File: src/rtl/fetch_stage_pkg.sv
// Shared widths, constants and the fetch FSM state type for the IF stage.
package fetch_stage_pkg;

  localparam int INSTR_W = 16;
  localparam int ADDR_W  = 16;

  localparam logic [INSTR_W-1:0] NOP_INSTR = 16'h0000;
  localparam logic [ADDR_W-1:0]  PC_STEP   = 16'd2;

  typedef enum logic {
    RUN   = 1'b0,
    FAULT = 1'b1
  } fetch_state_t;

endpackage

File: src/rtl/fetch_stage_if.sv
// IF-stage bus: imem port, redirect/stall controls and IF/ID outputs; master is the fetch stage.
interface fetch_stage_if;
  import fetch_stage_pkg::*;

  logic [ADDR_W-1:0]  imem_addr;
  logic [INSTR_W-1:0] imem_instr;
  logic               stall;
  logic               branch_taken;
  logic [ADDR_W-1:0]  branch_target;
  logic               exc_req;
  logic [ADDR_W-1:0]  pc_out;
  logic [INSTR_W-1:0] ifid_instr;
  logic [ADDR_W-1:0]  ifid_pc_plus2;
  logic               ifid_valid;
  logic               fetch_fault;

  modport master (
    output imem_addr, pc_out, ifid_instr, ifid_pc_plus2, ifid_valid, fetch_fault,
    input  imem_instr, stall, branch_taken, branch_target, exc_req
  );

  modport slave (
    input  imem_addr, pc_out, ifid_instr, ifid_pc_plus2, ifid_valid, fetch_fault,
    output imem_instr, stall, branch_taken, branch_target, exc_req
  );

endinterface

File: src/rtl/fetch_stage_ifid_reg.sv
// IF/ID pipeline register: flush loads a bubble and beats hold; hold beats load.
// With no control asserted the register keeps its contents.
module ifid_reg
  import fetch_stage_pkg::*;
(
  input  logic               clk,
  input  logic               rst,
  input  logic               flush,
  input  logic               hold,
  input  logic               load,
  input  logic [INSTR_W-1:0] next_instr,
  input  logic [ADDR_W-1:0]  next_pc_plus2,
  output logic [INSTR_W-1:0] instr,
  output logic [ADDR_W-1:0]  pc_plus2,
  output logic               valid
);

  always_ff @(posedge clk) begin
    if (rst || flush) begin
      instr    <= NOP_INSTR;
      pc_plus2 <= '0;
      valid    <= 1'b0;
    end else if (!hold && load) begin
      instr    <= next_instr;
      pc_plus2 <= next_pc_plus2;
      valid    <= 1'b1;
    end
  end

endmodule

File: src/rtl/fetch_stage.sv
// IF stage: owns the PC, addresses imem combinationally from the PC register, and
// captures instr/PC+2 into IF/ID one edge later; parks in FAULT on a bad fetch address.
module fetch_stage
  import fetch_stage_pkg::*;
#(
  parameter int                IMEM_BYTES = 100,
  parameter logic [ADDR_W-1:0] RESET_PC   = 16'h0000,
  parameter logic [ADDR_W-1:0] EXC_VECTOR = 16'h0030
) (
  input  logic            clk,
  input  logic            rst,
  fetch_stage_if.master   bus
);

  localparam logic [31:0] LAST_FETCH = 32'(IMEM_BYTES - 2);

  fetch_state_t      state_q, state_d;
  logic [ADDR_W-1:0] pc_q, pc_d;
  logic [ADDR_W-1:0] pc_plus2;
  logic              fetch_ok;
  logic              flush, hold, load;

  assign pc_plus2 = pc_q + PC_STEP;
  assign fetch_ok = ({{(32-ADDR_W){1'b0}}, pc_q} <= LAST_FETCH) && !pc_q[0];

  always_ff @(posedge clk) begin
    if (rst) begin
      pc_q    <= RESET_PC;
      state_q <= RUN;
    end else begin
      pc_q    <= pc_d;
      state_q <= state_d;
    end
  end

  // Redirects outrank FAULT and stall so a stalled ID instruction is squashed.
  always_comb begin
    pc_d    = pc_q;
    state_d = state_q;
    flush   = 1'b0;
    hold    = 1'b0;
    load    = 1'b0;
    if (bus.exc_req) begin
      pc_d    = EXC_VECTOR;
      state_d = RUN;
      flush   = 1'b1;
    end else if (bus.branch_taken) begin
      pc_d    = bus.branch_target;
      state_d = bus.branch_target[0] ? FAULT : RUN;
      flush   = 1'b1;
    end else if (state_q == FAULT) begin
      flush   = 1'b1;
    end else if (bus.stall) begin
      hold    = 1'b1;
    end else if (fetch_ok) begin
      pc_d    = pc_plus2;
      load    = 1'b1;
    end else begin
      state_d = FAULT;
      flush   = 1'b1;
    end
  end

  ifid_reg u_ifid_reg (
    .clk           (clk),
    .rst           (rst),
    .flush         (flush),
    .hold          (hold),
    .load          (load),
    .next_instr    (bus.imem_instr),
    .next_pc_plus2 (pc_plus2),
    .instr         (bus.ifid_instr),
    .pc_plus2      (bus.ifid_pc_plus2),
    .valid         (bus.ifid_valid)
  );

  assign bus.imem_addr   = pc_q;
  assign bus.pc_out      = pc_q;
  assign bus.fetch_fault = (state_q == FAULT);

endmodule
File: src/flat_wrapper.sv
// flat-port wrapper written by rule: the top's interface ports become plain ports
module fetch_stage_flat import fetch_stage_pkg::*;
#(
  parameter int                IMEM_BYTES = 100,
  parameter logic [ADDR_W-1:0] RESET_PC   = 16'h0000,
  parameter logic [ADDR_W-1:0] EXC_VECTOR = 16'h0030
)
  (clk, rst, bus_imem_addr, bus_pc_out, bus_ifid_instr, bus_ifid_pc_plus2, bus_ifid_valid, bus_fetch_fault, bus_imem_instr, bus_stall, bus_branch_taken, bus_branch_target, bus_exc_req);
  fetch_stage_if bus_i ();
  input  logic clk;
  input  logic rst;
  output wire logic [$bits(bus_i.imem_addr)-1:0] bus_imem_addr;
  output wire logic [$bits(bus_i.pc_out)-1:0] bus_pc_out;
  output wire logic [$bits(bus_i.ifid_instr)-1:0] bus_ifid_instr;
  output wire logic [$bits(bus_i.ifid_pc_plus2)-1:0] bus_ifid_pc_plus2;
  output wire logic [$bits(bus_i.ifid_valid)-1:0] bus_ifid_valid;
  output wire logic [$bits(bus_i.fetch_fault)-1:0] bus_fetch_fault;
  input wire logic [$bits(bus_i.imem_instr)-1:0] bus_imem_instr;
  input wire logic [$bits(bus_i.stall)-1:0] bus_stall;
  input wire logic [$bits(bus_i.branch_taken)-1:0] bus_branch_taken;
  input wire logic [$bits(bus_i.branch_target)-1:0] bus_branch_target;
  input wire logic [$bits(bus_i.exc_req)-1:0] bus_exc_req;
  assign bus_imem_addr = bus_i.imem_addr;
  assign bus_pc_out = bus_i.pc_out;
  assign bus_ifid_instr = bus_i.ifid_instr;
  assign bus_ifid_pc_plus2 = bus_i.ifid_pc_plus2;
  assign bus_ifid_valid = bus_i.ifid_valid;
  assign bus_fetch_fault = bus_i.fetch_fault;
  assign bus_i.imem_instr = bus_imem_instr;
  assign bus_i.stall = bus_stall;
  assign bus_i.branch_taken = bus_branch_taken;
  assign bus_i.branch_target = bus_branch_target;
  assign bus_i.exc_req = bus_exc_req;
  fetch_stage #(.IMEM_BYTES(IMEM_BYTES), .RESET_PC(RESET_PC), .EXC_VECTOR(EXC_VECTOR)) u_core (.clk(clk), .rst(rst), .bus(bus_i));
endmodule
File: config.mk
export PLATFORM = sky130hd
export DESIGN_NAME = fetch_stage_flat
export DESIGN_NICKNAME = d
export VERILOG_FILES = /design/src/rtl/fetch_stage_pkg.sv /design/src/rtl/fetch_stage_if.sv /design/src/rtl/fetch_stage_ifid_reg.sv /design/src/rtl/fetch_stage.sv /design/src/flat_wrapper.sv
export SDC_FILE = /design/constraint.sdc
export NUM_CORES = 1
export LEC_CHECK = 0
export CAP_MARGIN = 10
export CORE_ASPECT_RATIO = 0.6
export CORE_MARGIN = 5
export CORE_UTILIZATION = 44
export CTS_BUF_LIST = sky130_fd_sc_hd__clkbuf_8
export CTS_CLUSTER_DIAMETER = 40
export DETAILED_ROUTE_END_ITERATION = 10
export PLACE_DENSITY = 0.83
export SLEW_MARGIN = 20
export SYNTH_ARGS = -nofsm -noshare
export SYNTH_HDL_FRONTEND = slang
export SYNTH_SLANG_ARGS = --single-unit
File: constraint.sdc
create_clock -name clk -period 2.6 [get_ports clk]
set_input_delay 0.52 -clock clk [delete_from_list [all_inputs] [get_ports clk]]
set_output_delay 0.52 -clock clk [all_outputs]
set_load 0.005 [all_outputs]
# After elaboration in Yosys (flattened, before gate mapping)
# Cells that the tools add are included.
[op_classes] addsub=1 n_lt_le_gt_ge=1 n_eq_ne=4 mux=21 reduce_logical=10
[ops] cell="$mux 16" count=4
[ops] cell="$add 16x2->16 const B" count=1
[ops] cell="$le 16x7->1 const B" count=1
[ops] cell="$mux 1" count=16
[ops] cell="$mux 6" count=1
[ops] cell="$reduce_and 3->1" count=2
[ops] cell="$ne 3x1->1 const B" count=1
[ops] cell="$ne 3x3->1 const B" count=1
[ops] cell="$reduce_bool 3->1" count=1
[ops] cell="$logic_and 1x1->1" count=2
[ops] cell="$logic_not 1->1" count=2
[ops] cell="$ne 2x1->1 const B" count=1
[ops] cell="$ne 2x2->1 const B" count=1
[ops] cell="$reduce_bool 2->1" count=1
[ops] cell="$reduce_or 2->1" count=1
[ops] cell="$logic_or 1x1->1" count=1
[totals] register_bits=50 in_bits=37 out_inout_bits=66 wordCells=43

# Logic depth before layout (Yosys ltp)
# Gate-level depths: netlist of run 1.
[depth] word_depth=8 ltp_mapped=7 ltp_nobuf=5

# Modules after synthesis
# Synthesis of run 1 repeated with hierarchy kept, for this count alone.
[unflattened] cells_unflattened=290 hier_area_um2=2519.9
[by_module_without_submodules] mod="ifid_reg" n_inst=1 cells_each=145 area_each_um2=1275.0 seq_area_each_um2=660.6
[by_module_without_submodules] mod="fetch_stage" n_inst=1 cells_each=145 area_each_um2=1244.9 seq_area_each_um2=340.3

# Least setup slack after synthesis of run 1
# No wires, ideal clock.
[synth_path] path_type="input to register" from="input port bus_branch_taken" to="register u_core.u_ifid_reg.pc_plus2[0]" setup_time_ns=0.142 arrival_ns=1.858 t_required_ns=2.458 path_slack_ns=0.600 path_stages=7 path_buffers=3 cell_sequence="clkbuf_1 > or2_2 > or4_4 > buf_6 > nor2_8 > buf_12 > nor4b_2"
[synth_between] elab_chain_len=4 elab_cells_between_ends=9 classes_between="6 x mux; 3 x reduce/logical"
[synth_lines] item="start, declared" line_no="flat_wrapper.sv:20" source="input wire logic [$bits(bus_i.branch_taken)-1:0] bus_branch_taken;"
[synth_lines] item="$mux 1" line_no="fetch_stage.sv:47" source="end else if (bus.branch_taken) begin"
[synth_lines] item="$mux 1" line_no="fetch_stage.sv:43" source="if (bus.exc_req) begin"
[synth_lines] item="$logic_not 1->1" line_no="fetch_stage_ifid_reg.sv:23" source="end else if (!hold && load) begin"
[synth_lines] item="$logic_and 1x1->1" line_no="fetch_stage_ifid_reg.sv:23"
[synth_lines] item="end signal, assigned" line_no="fetch_stage_ifid_reg.sv:25" source="pc_plus2 <= next_pc_plus2;"
[synth_lines] item="end, declared" line_no="fetch_stage_ifid_reg.sv:14" source="output logic [ADDR_W-1:0] pc_plus2,"
# Parallel ways exist; a longest one is shown, timed or not.
# A chain may end at the register's enable or synchronous reset.

# Worst setup path in the final report of run 1
[layout_path] from="input port bus_exc_req" to="register u_core.u_ifid_reg.instr[3]"
[layout_between] elab_chain_len=3 elab_cells_between_ends=6 classes_between="3 x mux; 3 x reduce/logical"
[layout_lines] item="start, declared" line_no="flat_wrapper.sv:22" source="input wire logic [$bits(bus_i.exc_req)-1:0] bus_exc_req;"
[layout_lines] item="$mux 1" line_no="fetch_stage.sv:43"
[layout_lines] item="$logic_not 1->1" line_no="fetch_stage_ifid_reg.sv:23"
[layout_lines] item="$logic_and 1x1->1" line_no="fetch_stage_ifid_reg.sv:23"
[layout_lines] item="end signal, assigned" line_no="fetch_stage_ifid_reg.sv:24" source="instr <= next_instr;"
[layout_lines] item="end, declared" line_no="fetch_stage_ifid_reg.sv:13" source="output logic [INSTR_W-1:0] instr,"
# Parallel ways exist; a longest one is shown, timed or not.

==> results of run 1 <==
final cells by class:
type | count | area [um2]
Inverter | 5 | 18.8
Multi-Input combinational cell | 152 | 1130
Clock inverter | 3 | 41.3
Clock buffer | 5 | 68.8
Tap cell | 66 | 82.6
Fill cell | 442 | 1710
Sequential cell | 50 | 1000
Timing Repair Buffer | 113 | 1100
path summary, 6_finish.rpt:
| check | startpoint | to | slack (ps) |
|---|---|---|---|
| worst min register to register | u_core.u_ifid_reg.instr[8]$_SDFFE_PP0P_ | u_core.u_ifid_reg.instr[8]$_SDFFE_PP0P_ | 480 |
| worst min-delay path | u_core.u_ifid_reg.instr[8]$_SDFFE_PP0P_ | u_core.u_ifid_reg.instr[8]$_SDFFE_PP0P_ | 480 |
| worst max register to register | u_core.bus.imem_addr[13]$_SDFFE_PP0P_ | u_core.u_ifid_reg.pc_plus2[10]$_SDFFE_PP0P_ | 440 |
| worst max-delay path | bus_exc_req | u_core.u_ifid_reg.instr[3]$_SDFFE_PP0P_ | 430 |
report_power, final:
group / internal (mW) / switching, mW / leakage, nW
Clock: 0.283 / 0.256 / 0.0556
Combinational: 0.147 / 0.157 / 0.673
Sequential: 0.780 / 0.0215 / 0.405
Total: 1.21 / 0.435 / 1.13
through the flow:
stage	cell area (um2)	hold WS [ps]
5_1_grt	3440	484
2_1_floorplan	2390	459
6_report	3440	475
4_1_cts	3440	475
3_5_place_dp	3330	463
3_3_place_gp	3330	460
metal layers:
metal | vias to the layer above | part of all wire | track usage
met4 | 0 | 0.011 | 0.0383
met3 | 10 | 0.077 | 0.0592
li1 | 1051 | - | -
met1 | 1016 | 0.46 | 0.259
met5 | - | 0 | 0
met2 | 88 | 0.45 | 0.304
registers in the layout, summed over array words and instances, names as in the netlist, named ones only:
name and count:
u_core.bus.fetch_fault 1, u_core.bus.imem_addr 15, u_core.u_ifid_reg.instr 16, u_core.u_ifid_reg.pc_plus2 16, u_core.u_ifid_reg.valid 1
kinds of logic after synthesis:
| family | after synthesis |
|---|---|
| and+or+nand+nor | 76 |
| DFF | 50 |
| muxes | 9 |
| AOI/OAI and AO/OA | 62 |
| buffers and inverters | 42 |
| xor gates and xnor gates | 4 |
| adders and majority gates | 1 |
synth_stat cells (all sizes together) (8+ instances only):
master / count
nor4b: 11
dfxtp: 50
a21oi: 8
o21ai: 19
a211oi: 17
nor2: 18
nand3: 21
mux2i: 9
buf: 26
clkbuf: 11
critical path: stages:
cell and delay (ps):
clkdlybuf4s50_1 460, or2_2 360, or4_4 480, buf_4 240, o21ai_0 200, a211oi_1 100
==> impl_metrics.csv, run 1 <==
group,metric,value,unit
yosys,ys_seq_elements,50,
sta,rsz0062_at_grt,"no",
layout,instances_no_fill,394,
yosys,synthTopCellsByArea,"dfxtp_1 (42%), nor4b_2 (6.3%), buf_4 (6.0%)",
routing,ant_nets,0,
layout,drive_above_1_share,0.146,
sta,tightest_slew,593,ps
yosys,avgSynthCellArea,9.81,um2
setup_path,crit_path_end_kind,"register",
clock_tree,cts_max_level,2,
run_status,status,"complete, no violations",
routing,drc,0,
setup_path,cp.arrival,2360,ps
die,die_y,67.1,um
placement,post-dp-hpwl,5100,um
clock_tree,clockBufferDepth,2,
run,cap_violations,0,
sta,maxSlewViolCount,0,
layout,n_antenna_cell,0,
yosys,syn-num-nets,282,
placement,post-place-ws,94.4,ps
die,die-area,7070,um2
placement,routabilityCongestion,0.867,
yosys,ys_seq_area_frac,0.418,
routing,viasPerCell,5.49,
die,row_count,20,
clock_tree,holdBufCountCts,0,
sta,max-slew-margin-rel,0.601,
sta,fin_crit_sh,0.835,
placement,placedCellCount,386,
sta,fin_setup_tns,0,ps
setup_path,worstPathMaxFanout,17,
die,start_util,0.465,
yosys,synthFlopType,"dfxtp_1",
yosys,synth_top_family_by_area,"simple AND/OR/NAND/NOR gates",
yosys,synth-edff-count,0,
clock_tree,cts-root-buf,"clkbuf_8",
layout,final_cell_mix,"clkdlybuf4s50_1 (102), dfxtp_1 (50), nand3_1 (21), nor2_1 (17), a211oi_1 (17)",
global_routing,grt-ovfl-total,0,
yosys,syn_area,2390,um2
sta,fin_ws,429,ps
yosys,synth_top_cell_by_area,"dfxtp_1",
power_and_ir_drop,total_power,1.64,mW
global_routing,antenna_found_initial,0,
setup_path,start_kind,"input pin",
yosys,muxShareOfSynthArea,0.0376,
layout,final_common_cell,"clkdlybuf4s50_1",
yosys,synthXorXnorAreaFrac,0.0146,
setup_path,ff2ff_path_depth,4,
routing,drt-initial-drc-count,94,
sta,fin_crit,2170,ps
routing,routedWlPerCell,17.3,um
yosys,async_flop_share,0,
power_and_ir_drop,p_leak,1.13,nW
clock_tree,tritoncts,"done",
layout,syn2layout_area_growth,43.8,%
placement,port-buffer-count,102,
power_and_ir_drop,pwr_density_cell,478,nW/um2
yosys,yosys_warnings,0,
global_routing,grt_max_degree,25,
die,die_x,105,um
setup_path,path_class,"input pin to register",
setup_path,required,2790,ps
global_routing,first_global_vias,2186,
clock_tree,cts_made_buffers,5,
die,core-area,5150,um2
worst_hold_path,whs_path_depth,2,
layout,final_util,0.668,
yosys,synth_top_area_share,0.418,
clock_tree,ctsResizeCount,0,
routing,wl,6810,um
sta,setup_viol_count_final,0,
global_routing,grt_pass1_wl,10900,um
clock_tree,cts_sinks,50,
clock_tree,path_clk_slew,90,ps
routing,vias,2165,
layout,final_nets,365,
yosys,yosys.area_share.simple,0.221,
yosys,synthAdderAreaFrac,0.00522,
sta,max_freq,461,MHz
yosys,synth-compound-area-share,0.193,
sta,hold_violations,0,
worst_hold_path,hp-class,"register to register",
power_and_ir_drop,vdd_drop_max,0.243,mV
sta,fin_skew,7.03,ps
yosys,syn_inst,244,
clock_tree,clk_latency,300,ps
global_routing,groute.usage.overall,0.191,
clock_tree,post_cts_buffers,0,
yosys,synth_cell_types,46,
die,ios,103,
routing,firstDrtPassIters,4,
Note: power is estimated with default switching activity, not from simulation.
==> inputs of run 2 (changes only) <==
CORE_UTILIZATION = 39   (was 44)
PLACE_DENSITY = 0.78   (was 0.83)
clock period = 1.89 ns   (was 2.6 ns; I/O delays follow)
==> impl_metrics.csv, run 2 (same netlist as run 1, synthesis figures left out) <==
group,metric,value,unit
run_status,status,"finished, violations left",
clock_tree,cts-root-buf,"clkbuf_8",
sta,max_freq,521,MHz
global_routing,grt_max_degree,28,
die,start_util,0.397,
placement,port-buffer-count,102,
layout,n_antenna_cell,0,
clock_tree,holdBufCountCts,0,
global_routing,antenna_found_initial,0,
global_routing,groute.usage.overall,0.177,
placement,post-dp-hpwl,5280,um
worst_hold_path,min_from,"u_core.u_ifid_reg.instr[8]$_SDFFE_PP0P_",
die,core-area,6030,um2
sta,tightest_slew,372,ps
placement,placedCellCount,428,
setup_path,crit_path_end_kind,"register",
die,ios,103,
setup_path,r2r-start,"u_core.bus.imem_addr[13]$_SDFFE_PP0P_",
global_routing,first_global_vias,2250,
routing,routedWlPerCell,16.5,um
routing,drt-initial-drc-count,72,
layout,drive_above_1_share,0.234,
sta,fin_crit,1920,ps
clock_tree,tritoncts,"done",
die,row_count,22,
placement,routabilityCongestion,0.850,
sta,rsz0062_at_grt,"yes",
worst_hold_path,hp-class,"register to register",
routing,wl,7220,um
run,cap_violations,0,
clock_tree,cts_made_buffers,5,
setup_path,r2r_slack,-30,ps
layout,instances_no_fill,438,
clock_tree,clk_latency,290,ps
sta,whs,474,ps
power_and_ir_drop,p_leak,1.32,nW
setup_path,crit_slowest_cell,"or4_4",
setup_path,path_class,"register to register",
sta,fin_skew,4.90,ps
routing,met2_length,2990,um
layout,final_common_cell,"clkdlybuf4s50_1",
layout,final_cell_mix,"clkdlybuf4s50_1 (102), dfxtp_1 (49), buf_4 (27), nand3_1 (21), nor2_1 (17)",
setup_path,worstPathMaxFanout,5,
die,die_x,111,um
setup_path,path_delay_family,"simple AND/OR/NAND/NOR gates",
clock_tree,path_clk_slew,90,ps
sta,fin_crit_sh,1.02,
die,die-area,7860,um2
setup_path,crit_start,"u_core.bus.imem_addr[13]$_SDFFE_PP0P_",
setup_path,crit_chain,"or4_4, or3_4, or3_1, a311oi_1",
routing,met1Wirelength,3500,um
sta,fin_setup_tns,-295,ps
run_status,violations,"negative setup slack",
die,die_y,70.7,um
global_routing,grt-ovfl-total,0,
routing,top_layer,"met4",
global_routing,grt_pass1_wl,11700,um
setup_path,rr_endpoint,"u_core.bus.imem_addr[1]$_SDFFE_PP0P_",
routing,viasPerCell,5.16,
layout,syn2layout_area_growth,60.8,%
routing,wl_met3,675,um
sta,max-slew-margin-rel,0.748,
sta,hold_violations,0,
clock_tree,cts_max_level,2,
setup_path,start_kind,"register",
setup_path,critical_path_depth,4,
setup_path,ff2ff_path_depth,4,
power_and_ir_drop,pwr_density_cell,623,nW/um2
setup_path,required,2090,ps
power_and_ir_drop,vdd_drop_max,0.384,mV
setup_path,crit_buf_inv,0,
setup_path,cp.arrival,2120,ps
routing,drc,0,
sta,fin_ws,-29.1,ps
clock_tree,cts_sinks,50,
sta,maxSlewViolCount,0,
setup_path,slowest_delay,580,ps
sta,setup_viol_count_final,28,
routing,ant_nets,0,
clock_tree,clockBufferDepth,2,
routing,vias,2259,
layout,final_nets,392,
routing,firstDrtPassIters,4,
setup_path,crit_path_end,"u_core.bus.imem_addr[1]$_SDFFE_PP0P_",
run 2: changes by cell type in the layout (fill, tap and decap cells not counted), sizes merged:
| cell | delta |
|---|---|
| buf | +26 |
| clkinvlp | -1 |
| inv | -1 |
| clkbuf | +2 |
run 2: report_power, final:
part | switching [mW] | leakage, nW | total [mW] | internal (mW)
combinational | 0.263 | 0.861 | 0.552 | 0.289
sequential | 0.0167 | 0.405 | 1.09 | 1.07
clock | 0.336 | 0.0573 | 0.760 | 0.424
run 2: worst min-delay path, stage by stage, from the launching register on:
cell and delay (ps):
dfxtp_1 330, o21ai_2 50, a211oi_1 60
run 2: layer usage:
layer,up-vias,GRT usage
met3,4,0.0650
met1,1060,0.261
li1,1111,-
met4,0,0.0243
met5,-,0
met2,84,0.255
run 2: final cells by class:
class                   instances  area, um2
inverters                       5       18.8
fillers                       492       2180
multi-input cells             152       1200
clock buffers                   6       82.6
flip-flops and latches         50       1000
clock inverters                 1       30.0
repair buffers                140       1420
well taps                      84        105
run 2: worst min-delay path by stage:
stage | cells after the start | slack (ps) | to
floorplan | 2 | 460 | register
global placement | 2 | 460 | u_core.u_ifid_reg.instr[15]$_SDFFE_PP0P_
detailed placement | 2 | 460 | u_core.u_ifid_reg.instr[8]$_SDFFE_PP0P_
CTS | 2 | 480 | u_core.u_ifid_reg.instr[8]$_SDFFE_PP0P_
global route | 2 | 490 | u_core.u_ifid_reg.instr[10]$_SDFFE_PP0P_
finish | 2 | 470 | u_core.u_ifid_reg.instr[8]$_SDFFE_PP0P_
run 2: what timing repair did:
item | CTS | global route
setup buffers | 0 | 1
gates cloned | 0 | 2
endpoints found under the setup margin | 32 | 36
pin swaps | 3 | 2
gates resized for setup | 10 | 12
run 2: per-stage QoR:
step	instance area (um2)	setup WS [ps]	util	power (mW)
final	3850	-29.1	0.639	2.40
after floorplan	2400	-77.8	-	1.36
after detailed placement	3610	-287	0.600	1.62
after CTS	3740	-25.5	0.621	2.37
after global routing	3850	-99.6	0.639	2.50
after global placement	3610	-264	0.600	1.61
